<file path="src/rtl/pc_branch_ctrl.sv">
// Program counter with jump, conditional branch and call/return sequencing.
// Redirects land on pc one cycle after the strobe and are flagged by taken.
module pc_branch_ctrl #(
    parameter int unsigned                PC_WIDTH    = 8,
    parameter logic [PC_WIDTH-1:0]        RESET_VEC   = '0,
    parameter int unsigned                STACK_DEPTH = 4
) (
    input  logic                clk,
    input  logic                reset,
    input  logic                en,
    input  logic                jump,
    input  logic                br_z,
    input  logic                br_nz,
    input  logic                call,
    input  logic                ret,
    input  logic                status,
    input  logic [PC_WIDTH-1:0] target,
    output logic [PC_WIDTH-1:0] pc,
    output logic                taken,
    output logic                stack_full,
    output logic                stack_empty,
    output logic                stack_err
);

    localparam int unsigned DW = $clog2(STACK_DEPTH + 1);
    localparam logic [DW-1:0] FULL = DW'(STACK_DEPTH);

    logic [PC_WIDTH-1:0] stack [STACK_DEPTH];
    logic [DW-1:0]       depth;
    logic [PC_WIDTH-1:0] pc_inc;
    logic [PC_WIDTH-1:0] top;
    logic                br_ok;
    logic                push;

    assign pc_inc      = pc + 1'b1;
    assign stack_full  = (depth == FULL);
    assign stack_empty = (depth == '0);
    assign br_ok       = (br_z & status) | (br_nz & ~status);
    assign push        = en & ~reset & ~ret & call & ~stack_full;

    always_comb begin
        top = '0;
        for (int i = 0; i < STACK_DEPTH; i++) begin
            if (depth == DW'(i + 1)) top = stack[i];
        end
    end

    // Stack contents need no reset; depth alone decides validity.
    always_ff @(posedge clk) begin
        for (int i = 0; i < STACK_DEPTH; i++) begin
            if (push && depth == DW'(i)) stack[i] <= pc_inc;
        end
    end

    always_ff @(posedge clk) begin
        if (reset) begin
            pc        <= RESET_VEC;
            taken     <= 1'b0;
            depth     <= '0;
            stack_err <= 1'b0;
        end else if (!en) begin
            taken <= 1'b0;
        end else if (ret) begin
            if (stack_empty) begin
                pc        <= pc_inc;
                taken     <= 1'b0;
                stack_err <= 1'b1;
            end else begin
                pc    <= top;
                depth <= depth - 1'b1;
                taken <= 1'b1;
            end
        end else if (call) begin
            if (stack_full) begin
                pc        <= pc_inc;
                taken     <= 1'b0;
                stack_err <= 1'b1;
            end else begin
                pc    <= target;
                depth <= depth + 1'b1;
                taken <= 1'b1;
            end
        end else if (jump || ((br_z || br_nz) && br_ok)) begin
            pc    <= target;
            taken <= 1'b1;
        end else begin
            pc    <= pc_inc;
            taken <= 1'b0;
        end
    end

endmodule

</file>
<file path="config.mk">
export PLATFORM = sky130hd
export DESIGN_NAME = pc_branch_ctrl
export DESIGN_NICKNAME = d
export VERILOG_FILES = /design/src/rtl/pc_branch_ctrl.sv
export SDC_FILE = /design/constraint.sdc
export NUM_CORES = 1
export LEC_CHECK = 0
export BUFFER_PORTS_ARGS = -buffer_cell sky130_fd_sc_hd__buf_2
export CORE_ASPECT_RATIO = 0.6
export CORE_MARGIN = 1
export CORE_UTILIZATION = 60
export CTS_BUF_LIST = sky130_fd_sc_hd__clkbuf_4 sky130_fd_sc_hd__clkbuf_8
export DETAILED_ROUTE_END_ITERATION = 10
export PLACE_DENSITY_LB_ADDON = 0.25
export SLEW_MARGIN = 20
export SYNTH_ARGS = -nofsm -noshare
export SYNTH_HDL_FRONTEND = slang
export SYNTH_SLANG_ARGS = --single-unit
</file>
<file path="constraint.sdc">
create_clock -name clk -period 6.45 [get_ports clk]
set_clock_uncertainty 0.05 [all_clocks]
set_input_delay 0.645 -clock clk [delete_from_list [all_inputs] [get_ports clk]]
set_output_delay 0.645 -clock clk [all_outputs]
set_load 0.01 [all_outputs]
</file>
==> summary.log, run 1 <==
INFO  status         outcome=completed
INFO  drt            total_wire_length_after_detailed_routing=4840µm
INFO  pwr            sequentialPowerShare=52.6%
INFO  yosys          seq_area_frac_synth=55.4%
INFO  timing         fin_setup_tns=0ns
INFO  timing         report.final.setup_viol=0
INFO  setup_path     worstSetupPathDepth=5
INFO  pwr            total_switching_power=0.000190W
INFO  timing         min_period_over_period=37.9%
INFO  clock_network  cts_tree=yes
INFO  timing         max_freq=409MHz
INFO  timing         worst-slew-pin-transition=0.661ns
INFO  hold_path      worstHoldPathCells=2
INFO  setup_path     cp.required=5.75ns
INFO  clock_network  h-tree-depth=2
INFO  setup_path     worst-r2r-cell-count=7
INFO  drt            detail_route.drc_violations=0
INFO  drt            via_per_inst=6.31
INFO  cells_and_area utilization=71.6%
INFO  clock_network  tritoncts.num_buffers=5
INFO  floorplanning  full_die_area=3930µm²
INFO  flow_run       drv_cap=0
INFO  global_route   global_route.usage.met1=44.1%
INFO  timing         timing.final.max_slew_violations=0
INFO  global_route   total_global_routing_track_utilization=27.0%
INFO  hold_path      hold_path_end=stack_err$_SDFFE_PP0P_
INFO  hold_path      min-delay-path-class=register to register
INFO  setup_path     cp_common_cell=sky130_fd_sc_hd__inv_1
INFO  global_route   antenna_violations_before_repair=0
INFO  floorplanning  design.portCount=29
INFO  global_route   grt-busiest-layer=met1
INFO  yosys          post_synth.cell_area_avg=11.4µm²
INFO  yosys          yosysTopAreaCellShare=43.6%
INFO  yosys          synth.lib_cells_used.distinct=48
INFO  floorplanning  vertical_die_dimension=48.9µm
INFO  cells_and_area synthToLayoutAreaGrowth=9.94%
INFO  clock_network  cts_hold_buf=0
INFO  setup_path     crit_slowest_cell=sky130_fd_sc_hd__ha_1
INFO  yosys          synth.ff_latch_count=45
INFO  clock_network  path_clk_slew=0.08ns
INFO  timing         period_needed=2.45ns
INFO  pwr            power.internal=0.000450W
INFO  clock_network  cts_setup_buffers=0
INFO  pwr            cell_leakage_power=0.933nW
INFO  yosys          synthesis.instances=193
INFO  timing         hold_violations=0
INFO  timing         timing.max_slew.rel_slack=55.7%
INFO  setup_path     end_kind=primary output
INFO  pwr            power_switching_share=29.7%
INFO  global_route   wire_length_of_the_first_global_routing_pass=7780µm
INFO  global_route   grt_max_degree=19
INFO  setup_path     cpPeakStageDelay=0.48ns
INFO  yosys          synth-async-reset-ratio=0%
INFO  setup_path     regToRegSetupSlack=4.01ns
INFO  yosys          yosys.area.top_type=sky130_fd_sc_hd__edfxtp_1
INFO  pwr            power_frac_comb=19.9%
INFO  drt            drt_first_pass_iters=5
INFO  global_route   grt_pass1_vias=1,499
INFO  placement      final_weighted_congestion_in_routability_driven_placement=0.882
INFO  drt            drt.antenna.violating_nets=0
INFO  setup_path     worst_setup_path_start_kind=register
INFO  setup_path     crit_path_max_fanout=16
INFO  timing         setup_repair_after_global_routing_missed_its_margin=false
INFO  setup_path     critical_path.top_delay_family=adder cells
INFO  drt            route.detailed.wl_per_inst=18.5µm
INFO  cells_and_area finalNetCount=240
INFO  cells_and_area mostFrequentLayoutCells=sky130_fd_sc_hd__edfxtp_1, sky130_fd_sc_hd__buf_2, sky130_fd_sc_hd__nand2_1, sky130_fd_sc_hd__nor2_1, sky130_fd_sc_hd__dfxtp_1
INFO  hold_path      critical_hold_path_startpoint=stack_err$_SDFFE_PP0P_
INFO  global_route   global_route.usage.met3=7.29%
INFO  pwr            pwr-share-clk=27.6%
INFO  clock_network  clock-sinks=45
INFO  setup_path     path_cells=inv_1, ha_1, nand2_1, inv_1, buf_2
INFO  placement      buffer_ports.inserted=28
INFO  floorplanning  core-area=3380µm²
INFO  setup_path     arrival_time_of_data_at_the_critical_path_endpoint=1.75ns
INFO  clock_network  cts-resized-gates=0
INFO  placement      dp.cells=254
INFO  floorplanning  die-width=80.2µm
INFO  setup_path     path_class=register to primary output
INFO  drt            dr_total_vias=1,653
INFO  yosys          synth_ff_type=sky130_fd_sc_hd__edfxtp_1
INFO  yosys          number_of_enable_flip_flop_cells_after_synthesis=32
INFO  yosys          synth-warning-count=0
INFO  floorplanning  std_cell_rows=16
INFO  cells_and_area ant_cells=0
INFO  placement      hpwlAfterDp=3470µm
INFO  setup_path     cp_num_buf_inv=3
INFO  pwr            powerDensity=264nW/µm²
INFO  global_route   grt_util_met2=35.5%
INFO  drt            initialDrtViolationCount=238
INFO  placement      placed_cell_area=2330µm²
INFO  yosys          mappedNetlistArea=2200µm²
INFO  cells_and_area layout-drive-gt1-share=18.9%
INFO  setup_path     critical_path.reg2reg.startpoint=depth[2]$_SDFFE_PP0P_
INFO  clock_network  clk_latency=0.30ns
INFO  cells_and_area post_layout_nonfiller_instances=262
INFO  yosys          synthTopCellsByArea=sky130_fd_sc_hd__edfxtp_1, sky130_fd_sc_hd__dfxtp_1, sky130_fd_sc_hd__ha_1
INFO  cells_and_area layout.cells.most_common=sky130_fd_sc_hd__edfxtp_1
INFO  setup_path     r2r-end=pc[5]$_SDFFE_PP0P_
INFO  cells_and_area fillers=240
INFO  floorplanning  floorplan.initialDensity=65.1%
INFO  clock_network  clockRootBuffer=sky130_fd_sc_hd__clkbuf_8
INFO  global_route   gr-total-overflow=0
INFO  cells_and_area finalInstanceArea=2420µm²
INFO  clock_network  cts.path.max_buffers=2
INFO  pwr            worst_ir_drop_vdd=0.178mV
INFO  yosys          syn_nets=217
cell type report:
cell class | count | area, µm² | share of cell area, %
multi-input cells | 128 | 886 | 36.6
clock inverters | 3 | 20.0 | 0.826
clock buffers | 5 | 68.8 | 2.84
inverters | 8 | 30.0 | 1.24
well taps | 45 | 56.3 | 2.32
flip-flops and latches | 45 | 1220 | 50.4
repair buffers | 28 | 140 | 5.79
power by group through the flow:
| stage | clock, W | sequential [W] | combinational [W] |
|---|---|---|---|
| 3_5_place_dp | 0 | 0.000342 | 0.000123 |
| 5_1_grt | 0.000188 | 0.000338 | 0.000139 |
| 2_1_floorplan | 0 | 0.000341 | 0.0000907 |
| 6_report | 0.000176 | 0.000336 | 0.000127 |
| 3_3_place_gp | 0 | 0.000342 | 0.000119 |
| 4_1_cts | 0.000175 | 0.000336 | 0.000124 |
per-layer routing:
layer | up-vias | part of all wire (%) | wire length [µm]
met3 | 8 | 12 | 575
met1 | 775 | 47 | 2300
met4 | 0 | 0.85 | 41
li1 | 767 | - | -
met2 | 103 | 40 | 1930
met5 | - | 0 | 0
worst max-delay path by stage:
stage | from | end | slack (ns)
floorplan | depth[2]$_SDFFE_PP0P_ | stack[3][0]$_DFFE_PP_ | 4.25
global placement | depth[0]$_SDFFE_PP0P_ | stack[3][3]$_DFFE_PP_ | 4.07
detailed placement | en | stack[3][0]$_DFFE_PP_ | 3.94
CTS | depth[0]$_SDFFE_PP0P_ | stack[3][4]$_DFFE_PP_ | 3.92
global route | depth[2]$_SDFFE_PP0P_ | pc[5]$_SDFFE_PP0P_ | 3.87
finish | depth[1]$_SDFFE_PP0P_ | stack_full | 4.00
sequential cells by signal, indices dropped and copies added (netlist names):
| name | flops |
|---|---|
| stack | 32 |
| pc | 8 |
| taken | 1 |
| depth | 3 |
| stack_err | 1 |
worst min-delay path, stage by stage (launching register included):
cell and delay, ns:
sky130_fd_sc_hd__dfxtp_1 0.36, sky130_fd_sc_hd__a21oi_1 0.05, sky130_fd_sc_hd__nor2_1 0.08
synthesized netlist by cell type (2+ instances only):
cell type	instances
sky130_fd_sc_hd__buf_6	2
sky130_fd_sc_hd__nor3_1	7
sky130_fd_sc_hd__nand2b_1	4
sky130_fd_sc_hd__dfxtp_1	13
sky130_fd_sc_hd__nor4_1	2
sky130_fd_sc_hd__mux2i_1	2
sky130_fd_sc_hd__and2_1	4
sky130_fd_sc_hd__inv_1	8
sky130_fd_sc_hd__a211oi_1	4
sky130_fd_sc_hd__a22o_1	6
sky130_fd_sc_hd__xnor2_1	5
sky130_fd_sc_hd__a221o_1	2
sky130_fd_sc_hd__nor2b_1	2
sky130_fd_sc_hd__edfxtp_1	32
sky130_fd_sc_hd__buf_2	3
sky130_fd_sc_hd__ha_1	7
sky130_fd_sc_hd__buf_4	2
sky130_fd_sc_hd__nand2_1	15
sky130_fd_sc_hd__and3_1	4
sky130_fd_sc_hd__a22oi_1	3
sky130_fd_sc_hd__o21ai_0	6
sky130_fd_sc_hd__nand4_1	2
sky130_fd_sc_hd__clkbuf_1	5
sky130_fd_sc_hd__nand3_1	6
sky130_fd_sc_hd__a21oi_1	4
sky130_fd_sc_hd__a221oi_1	6
sky130_fd_sc_hd__nor2_1	13
sky130_fd_sc_hd__xor2_1	4
logic make-up (layout without fill, tap and decap cells):
logic type / Yosys count / count (layout) / share of synthesized area, %
AND/OR/NAND/NOR: 64 / 64 / 14.6
AO/OA/AOI/OAI: 45 / 45 / 16.2
flip-flops: 45 / 45 / 55.4
buffers and inverters: 20 / 44 / 4.60
XOR/XNOR: 9 / 9 / 3.58
adder cells (fa/ha/maj): 7 / 7 / 3.97
multiplexers: 3 / 3 / 1.59
through the flow:
stage	hold WS (ns)	worst slack (ns)	power, W
2_1_floorplan	0.454	4.25	0.000431
3_5_place_dp	0.439	3.94	0.000465
5_1_grt	0.484	3.87	0.000665
3_3_place_gp	0.411	4.07	0.000461
4_1_cts	0.461	3.92	0.000635
6_report	0.467	4.00	0.000640
Note: power is estimated with default switching activity, not from simulation.
==> inputs of run 2 (changes only) <==
--- a/config.mk
+++ b/config.mk
@@ -5,10 +5,11 @@
 export SDC_FILE = /design/constraint.sdc
 export NUM_CORES = 1
 export LEC_CHECK = 0
+export ABC_AREA = 1
 export BUFFER_PORTS_ARGS = -buffer_cell sky130_fd_sc_hd__buf_2
 export CORE_ASPECT_RATIO = 0.6
 export CORE_MARGIN = 1
-export CORE_UTILIZATION = 60
+export CORE_UTILIZATION = 54
 export CTS_BUF_LIST = sky130_fd_sc_hd__clkbuf_4 sky130_fd_sc_hd__clkbuf_8
 export DETAILED_ROUTE_END_ITERATION = 10
 export PLACE_DENSITY_LB_ADDON = 0.25
==> constraint.sdc (replaced) <==
create_clock -name clk -period 2.1 [get_ports clk]
set_clock_uncertainty 0.05 [all_clocks]
set_input_delay 0.21 -clock clk [delete_from_list [all_inputs] [get_ports clk]]
set_output_delay 0.21 -clock clk [all_outputs]
set_load 0.01 [all_outputs]
==> summary.log, run 2 <==
INFO  cells_and_area post_layout_nonfiller_instances=402
INFO  cells_and_area layout-drive-gt1-share=18.4%
INFO  setup_path     crit_path_max_fanout=16
INFO  yosys          post_synth.cell_area_avg=8.15µm²
INFO  placement      placed_cell_area=2710µm²
INFO  cells_and_area max_ffs_per_register=32
INFO  timing         report.final.setup_viol=0
INFO  floorplanning  floorplan.initialDensity=58.1%
INFO  timing         min_period_over_period=88.3%
INFO  global_route   grt_max_degree=17
INFO  drt            dr_total_vias=2,099
INFO  yosys          synth-warning-count=0
INFO  drt            route.detailed.wl_per_inst=13.9µm
INFO  clock_network  h-tree-depth=2
INFO  drt            drt.antenna.violating_nets=0
INFO  cells_and_area layout_top_registers=stack x32, pc x8, depth x3
INFO  placement      final_weighted_congestion_in_routability_driven_placement=0.945
INFO  cells_and_area ant_cells=0
INFO  timing         timing.final.max_slew_violations=0
INFO  cells_and_area finalNetCount=365
INFO  yosys          yosysTopAreaCellShare=39.0%
INFO  drt            drt_first_pass_iters=5
INFO  yosys          synth_ff_type=sky130_fd_sc_hd__edfxtp_1
INFO  placement      dp_worst_setup_slack=0.311ns
INFO  yosys          synth.lib_cells_used.distinct=31
INFO  global_route   antenna_violations_before_repair=0
INFO  yosys          mappedNetlistArea=2460µm²
INFO  setup_path     critical_path.reg2reg.startpoint=depth[0]$_SDFFE_PP0P_
INFO  yosys          synthesis.instances=302
INFO  yosys          number_of_enable_flip_flop_cells_after_synthesis=32
INFO  timing         worst-slew-pin-transition=0.575ns
INFO  placement      dp.cells=394
INFO  timing         finalWorstSetupSlack=0.246ns
INFO  hold_path      critical_hold_path_startpoint=reset
INFO  cells_and_area fillers=368
INFO  global_route   total_global_routing_track_utilization=25.3%
INFO  clock_network  cts_hold_buf=0
INFO  cells_and_area layout.cells.most_common=sky130_fd_sc_hd__nand2_1
INFO  yosys          synth.top_cells.by_count=sky130_fd_sc_hd__nand2_1, sky130_fd_sc_hd__nor2_1, sky130_fd_sc_hd__inv_1, sky130_fd_sc_hd__edfxtp_1, sky130_fd_sc_hd__nand3_1
INFO  yosys          yosys.cell_count.top_type=sky130_fd_sc_hd__nand2_1
INFO  timing         timing.max_slew.rel_slack=61.5%
INFO  hold_path      worstHoldPathCells=2
INFO  yosys          yosys.area.top_type=sky130_fd_sc_hd__edfxtp_1
INFO  cells_and_area mostFrequentLayoutCells=sky130_fd_sc_hd__nand2_1, sky130_fd_sc_hd__nor2_1, sky130_fd_sc_hd__inv_1, sky130_fd_sc_hd__edfxtp_1, sky130_fd_sc_hd__buf_2
INFO  hold_path      hold_path_end=stack_err$_SDFFE_PP0P_
INFO  global_route   gr-total-overflow=0
INFO  setup_path     worst-r2r-cell-count=8
INFO  clock_network  tritoncts.num_buffers=5
INFO  cells_and_area utilization=66.8%
INFO  clock_network  clk_latency=0.30ns
INFO  floorplanning  std_cell_rows=18
INFO  pwr            powerDensity=755nW/µm²
INFO  timing         hold_violations=0
INFO  drt            initialDrtViolationCount=168
INFO  placement      buffer_ports.inserted=28
INFO  placement      hpwlAfterDp=4260µm
INFO  pwr            cell_leakage_power=1.38nW
INFO  setup_path     cp.required=1.84ns
INFO  timing         max_freq=539MHz
INFO  timing         final.hold.worst_slack=0.121ns
INFO  yosys          synthTopCellsByArea=sky130_fd_sc_hd__edfxtp_1, sky130_fd_sc_hd__nand2_1, sky130_fd_sc_hd__dfxtp_1
INFO  drt            detail_route.drc_violations=0
INFO  cells_and_area finalInstanceArea=2830µm²
INFO  floorplanning  core-area=4230µm²
INFO  floorplanning  vertical_die_dimension=54.3µm
INFO  status         outcome=completed
INFO  timing         setup_repair_after_global_routing_missed_its_margin=false
INFO  global_route   grt_pass1_vias=1,816
INFO  yosys          syn_nets=326
INFO  drt            total_wire_length_after_detailed_routing=5590µm
INFO  setup_path     r2r-end=taken$_SDFF_PP0_
INFO  yosys          synth-async-reset-ratio=0%
INFO  setup_path     arrival_time_of_data_at_the_critical_path_endpoint=1.59ns
INFO  setup_path     path_class=register to primary output
INFO  clock_network  cts.path.max_buffers=2
INFO  setup_path     end_kind=primary output
INFO  drt            via_per_inst=5.22
INFO  cells_and_area largest-register=stack
INFO  clock_network  clockRootBuffer=sky130_fd_sc_hd__clkbuf_8
INFO  cells_and_area synthToLayoutAreaGrowth=14.9%
INFO  clock_network  path_clk_slew=0.09ns
INFO  clock_network  cts-resized-gates=0
INFO  flow_run       drv_cap=0
INFO  global_route   wire_length_of_the_first_global_routing_pass=8650µm
INFO  yosys          seq_area_frac_synth=49.6%
INFO  floorplanning  full_die_area=4840µm²
INFO  pwr            worst_ir_drop_vdd=0.501mV
INFO  hold_path      min-delay-path-class=input port to register
INFO  floorplanning  die-width=89.2µm
INFO  clock_network  cts_tree=yes
INFO  timing         period_needed=1.85ns
INFO  clock_network  cts_setup_buffers=0
INFO  setup_path     regToRegSetupSlack=0.26ns
INFO  floorplanning  design.portCount=29
INFO  clock_network  clock-sinks=45
INFO  setup_path     worst_setup_path_start_kind=register
INFO  yosys          synth.ff_latch_count=45
run 2: stage by stage:
step	total power [W]	TNS, ns
floorplan	0.00133	-0.181
global placement	0.00145	0
detailed placement	0.00146	0
CTS	0.00214	0
global route	0.00224	0
finish	0.00213	0
run 2: layer usage:
layer | share of wire (%) | global-route usage (%) | vias to the layer above | routed length [µm]
li1 | - | - | 1048 | -
met1 | 49 | 38.0 | 948 | 2720
met2 | 41 | 36.8 | 93 | 2290
met3 | 9.3 | 5.73 | 10 | 517
met4 | 1.2 | 7.41 | 0 | 68
met5 | 0 | 0 | - | 0
run 2: layout make-up:
| cell class | count | area [µm²] | area share, % |
|---|---|---|---|
| sequential | 45 | 1220 | 43.2 |
| multi-input combinational | 207 | 1020 | 36.2 |
| timing repair buffer | 40 | 230 | 8.14 |
| inverter | 42 | 158 | 5.58 |
| tap | 60 | 75.1 | 2.65 |
| clock buffer | 5 | 68.8 | 2.43 |
| clock inverter | 3 | 50.0 | 1.77 |
run 2: worst max-delay path by stage:
stage	start	slack, ns	end
2_1_floorplan	depth[0]$_SDFFE_PP0P_	-0.01	stack[2][0]$_DFFE_PP_
3_3_place_gp	depth[0]$_SDFFE_PP0P_	0.37	stack[1][6]$_DFFE_PP_
3_5_place_dp	depth[0]$_SDFFE_PP0P_	0.31	stack[1][5]$_DFFE_PP_
4_1_cts	depth[0]$_SDFFE_PP0P_	0.26	stack_full
5_1_grt	depth[0]$_SDFFE_PP0P_	0.09	stack[2][4]$_DFFE_PP_
6_report	depth[0]$_SDFFE_PP0P_	0.25	stack_full
run 2: cells by family after synthesis:
group	count (synthesis)	synth area share (%)
xor+xnor	4	1.42
simple gates	174	31.7
flops	45	49.6
fa+ha+maj	7	3.56
compound gates	22	4.98
buf+inv	50	8.74
run 2: worst max-delay path, stage by stage (launching register included):
cell and delay [ns]:
sky130_fd_sc_hd__dfxtp_1 0.38, sky130_fd_sc_hd__inv_1 0.11, sky130_fd_sc_hd__ha_1 0.26, sky130_fd_sc_hd__nand2_2 0.09, sky130_fd_sc_hd__buf_4 0.21, sky130_fd_sc_hd__inv_2 0.08, sky130_fd_sc_hd__buf_2 0.16
run 2: power breakdown:
| group | switching, W | total (W) | internal, W |
|---|---|---|---|
| clock network | 0.000321 | 0.000686 | 0.000365 |
| registers | 0.0000249 | 0.00101 | 0.000990 |
| logic | 0.000283 | 0.000434 | 0.000152 |
==> inputs of run 3 (changes only) <==
--- a/config.mk
+++ b/config.mk
@@ -6,12 +6,12 @@
 export NUM_CORES = 1
 export LEC_CHECK = 0
 export ABC_AREA = 1
-export BUFFER_PORTS_ARGS = -buffer_cell sky130_fd_sc_hd__buf_2
 export CORE_ASPECT_RATIO = 0.6
 export CORE_MARGIN = 1
-export CORE_UTILIZATION = 54
+export CORE_UTILIZATION = 35
 export CTS_BUF_LIST = sky130_fd_sc_hd__clkbuf_4 sky130_fd_sc_hd__clkbuf_8
 export DETAILED_ROUTE_END_ITERATION = 10
+export DONT_BUFFER_PORTS = 1
 export PLACE_DENSITY_LB_ADDON = 0.25
 export SLEW_MARGIN = 20
 export SYNTH_ARGS = -nofsm -noshare
==> summary.log, run 3 (same netlist as run 2, synthesis figures left out) <==
INFO  global_route   gr-total-overflow=0
INFO  floorplanning  core-area=6730µm²
INFO  drt            drt_first_pass_iters=4
INFO  timing         setup_repair_after_global_routing_missed_its_margin=false
INFO  cells_and_area layout_top_registers=stack x32, pc x8, depth x3
INFO  cells_and_area max_ffs_per_register=32
INFO  timing         worst-slew-pin-transition=0.335ns
INFO  setup_path     regToRegSetupSlack=0.19ns
INFO  pwr            worst_ir_drop_vdd=0.262mV
INFO  cells_and_area largest-register=stack
INFO  pwr            cell_leakage_power=1.25nW
INFO  drt            dr_total_vias=1,933
INFO  floorplanning  full_die_area=7380µm²
INFO  pwr            power=0.00196W
INFO  pwr            powerDensity=727nW/µm²
INFO  global_route   wire_length_of_the_first_global_routing_pass=9650µm
INFO  timing         hold_violations=0
INFO  clock_network  cts_setup_buffers=0
INFO  clock_network  cts.path.max_buffers=2
INFO  drt            via_per_inst=4.81
INFO  timing         min_period_over_period=90.7%
INFO  timing         max_freq=525MHz
INFO  floorplanning  vertical_die_dimension=67.0µm
INFO  clock_network  clk_latency=0.30ns
INFO  setup_path     end_kind=register
INFO  cells_and_area finalNetCount=338
INFO  cells_and_area ant_cells=0
INFO  timing         timing.max_slew.rel_slack=77.6%
INFO  global_route   total_global_routing_track_utilization=18.4%
INFO  global_route   grt_max_degree=17
INFO  cells_and_area fillers=699
INFO  drt            route.detailed.wl_per_inst=15.5µm
INFO  clock_network  tritoncts.num_buffers=5
INFO  setup_path     arrival_time_of_data_at_the_critical_path_endpoint=1.87ns
INFO  clock_network  path_clk_slew=0.09ns
INFO  cells_and_area synthToLayoutAreaGrowth=9.66%
INFO  global_route   antenna_violations_before_repair=0
INFO  placement      buffer_ports.inserted=0
INFO  timing         final.hold.worst_slack=0.0406ns
INFO  drt            total_wire_length_after_detailed_routing=6230µm
INFO  cells_and_area layout.cells.most_common=sky130_fd_sc_hd__nand2_1
INFO  placement      final_weighted_congestion_in_routability_driven_placement=0.787
INFO  floorplanning  design.portCount=29
INFO  floorplanning  die-width=110µm
INFO  clock_network  h-tree-depth=2
INFO  cells_and_area mostFrequentLayoutCells=sky130_fd_sc_hd__nand2_1, sky130_fd_sc_hd__nor2_1, sky130_fd_sc_hd__inv_1, sky130_fd_sc_hd__edfxtp_1, sky130_fd_sc_hd__nand3_1
INFO  clock_network  clock-sinks=45
INFO  drt            drt.antenna.violating_nets=0
INFO  clock_network  clockRootBuffer=sky130_fd_sc_hd__clkbuf_8
INFO  cells_and_area layout-drive-gt1-share=10.8%
INFO  drt            initialDrtViolationCount=141
INFO  timing         report.final.setup_viol=0
INFO  setup_path     path_class=register to register
INFO  timing         period_needed=1.91ns
INFO  placement      hpwlAfterDp=4720µm
INFO  floorplanning  floorplan.initialDensity=36.5%
INFO  hold_path      min-delay-path-class=input port to register
INFO  setup_path     crit_path_max_fanout=8
INFO  floorplanning  std_cell_rows=23
INFO  timing         timing.final.max_slew_violations=0
INFO  clock_network  cts_tree=yes
INFO  global_route   grt_pass1_vias=1,714
INFO  flow_run       drv_cap=0
INFO  drt            detail_route.drc_violations=0
INFO  status         outcome=completed
INFO  setup_path     worst_setup_path_start_kind=register
INFO  setup_path     cp.required=2.06ns
run 3: cell count changes in the layout (fill, tap and decap cells not counted):
| cell | before | now |
|---|---|---|
| sky130_fd_sc_hd__inv_8 | 1 | 0 |
| sky130_fd_sc_hd__buf_2 | 28 | 0 |
| sky130_fd_sc_hd__clkinv_1 | 1 | 2 |
| sky130_fd_sc_hd__bufinv_16 | 1 | 0 |
| sky130_fd_sc_hd__clkinv_2 | 0 | 1 |
| sky130_fd_sc_hd__dlygate4sd3_1 | 0 | 1 |
run 3: metal layers:
metal  global-route usage (%)  wire length, µm  up-vias
met1                     31.0             3340      870
met3                     4.89              625        5
li1                         -                -      993
met2                     20.7             2220       65
met5                        0                0        -
met4                     5.43               47        0
run 3: stage by stage:
step	instance area [µm²]	instances	setup WS (ns)	setup TNS, ns	utilization [%]
2_1_floorplan	2460	302	-0.0113	-0.181	-
3_3_place_gp	2600	393	0.239	0	38.6
3_5_place_dp	2600	393	0.227	0	38.6
4_1_cts	2700	402	0.200	0	40.1
5_1_grt	2700	402	0.0109	0	40.1
6_report	2700	402	0.195	0	40.1
run 3: worst max-delay path: stages (launching register included):
cell	delay (ns)
sky130_fd_sc_hd__dfxtp_1	0.36
sky130_fd_sc_hd__inv_1	0.11
sky130_fd_sc_hd__ha_1	0.25
sky130_fd_sc_hd__nand2_2	0.09
sky130_fd_sc_hd__nand2_1	0.10
sky130_fd_sc_hd__inv_1	0.09
sky130_fd_sc_hd__nand3_1	0.16
sky130_fd_sc_hd__nor3_1	0.18
sky130_fd_sc_hd__buf_4	0.21
run 3: repair_timing:
action / in CTS / in global routing
hold endpoints to repair: 4 / 0
hold buffers: 1 / 0
gates resized for setup: 0 / 0
run 3: cell type report:
| class | count | area [µm²] | share of cell area [%] |
|---|---|---|---|
| flip-flops and latches | 45 | 1220 | 45.2 |
| multi-input cells | 207 | 1020 | 38.0 |
| inverters | 42 | 158 | 5.84 |
| well taps | 87 | 109 | 4.03 |
| repair buffers | 13 | 100 | 3.71 |
| clock buffers | 5 | 68.8 | 2.55 |
| clock inverters | 3 | 17.5 | 0.649 |
run 3: report_power, final:
part           total [W]  internal, W  switching (W)
clock network   0.000540     0.000231       0.000310
registers        0.00102     0.000990      0.0000318
logic           0.000400     0.000128       0.000272
total            0.00196      0.00135       0.000613
run 3: worst paths after layout:
kind                           from                endpoint  cells past startpoint
max           depth[0]$_SDFFE_PP0P_   stack[1][3]$_DFFE_PP_                      8
min                              en      pc[4]$_SDFFE_PP0P_                      2
max reg2reg   depth[0]$_SDFFE_PP0P_   stack[1][3]$_DFFE_PP_                      8
min reg2reg  stack_err$_SDFFE_PP0P_  stack_err$_SDFFE_PP0P_                      2
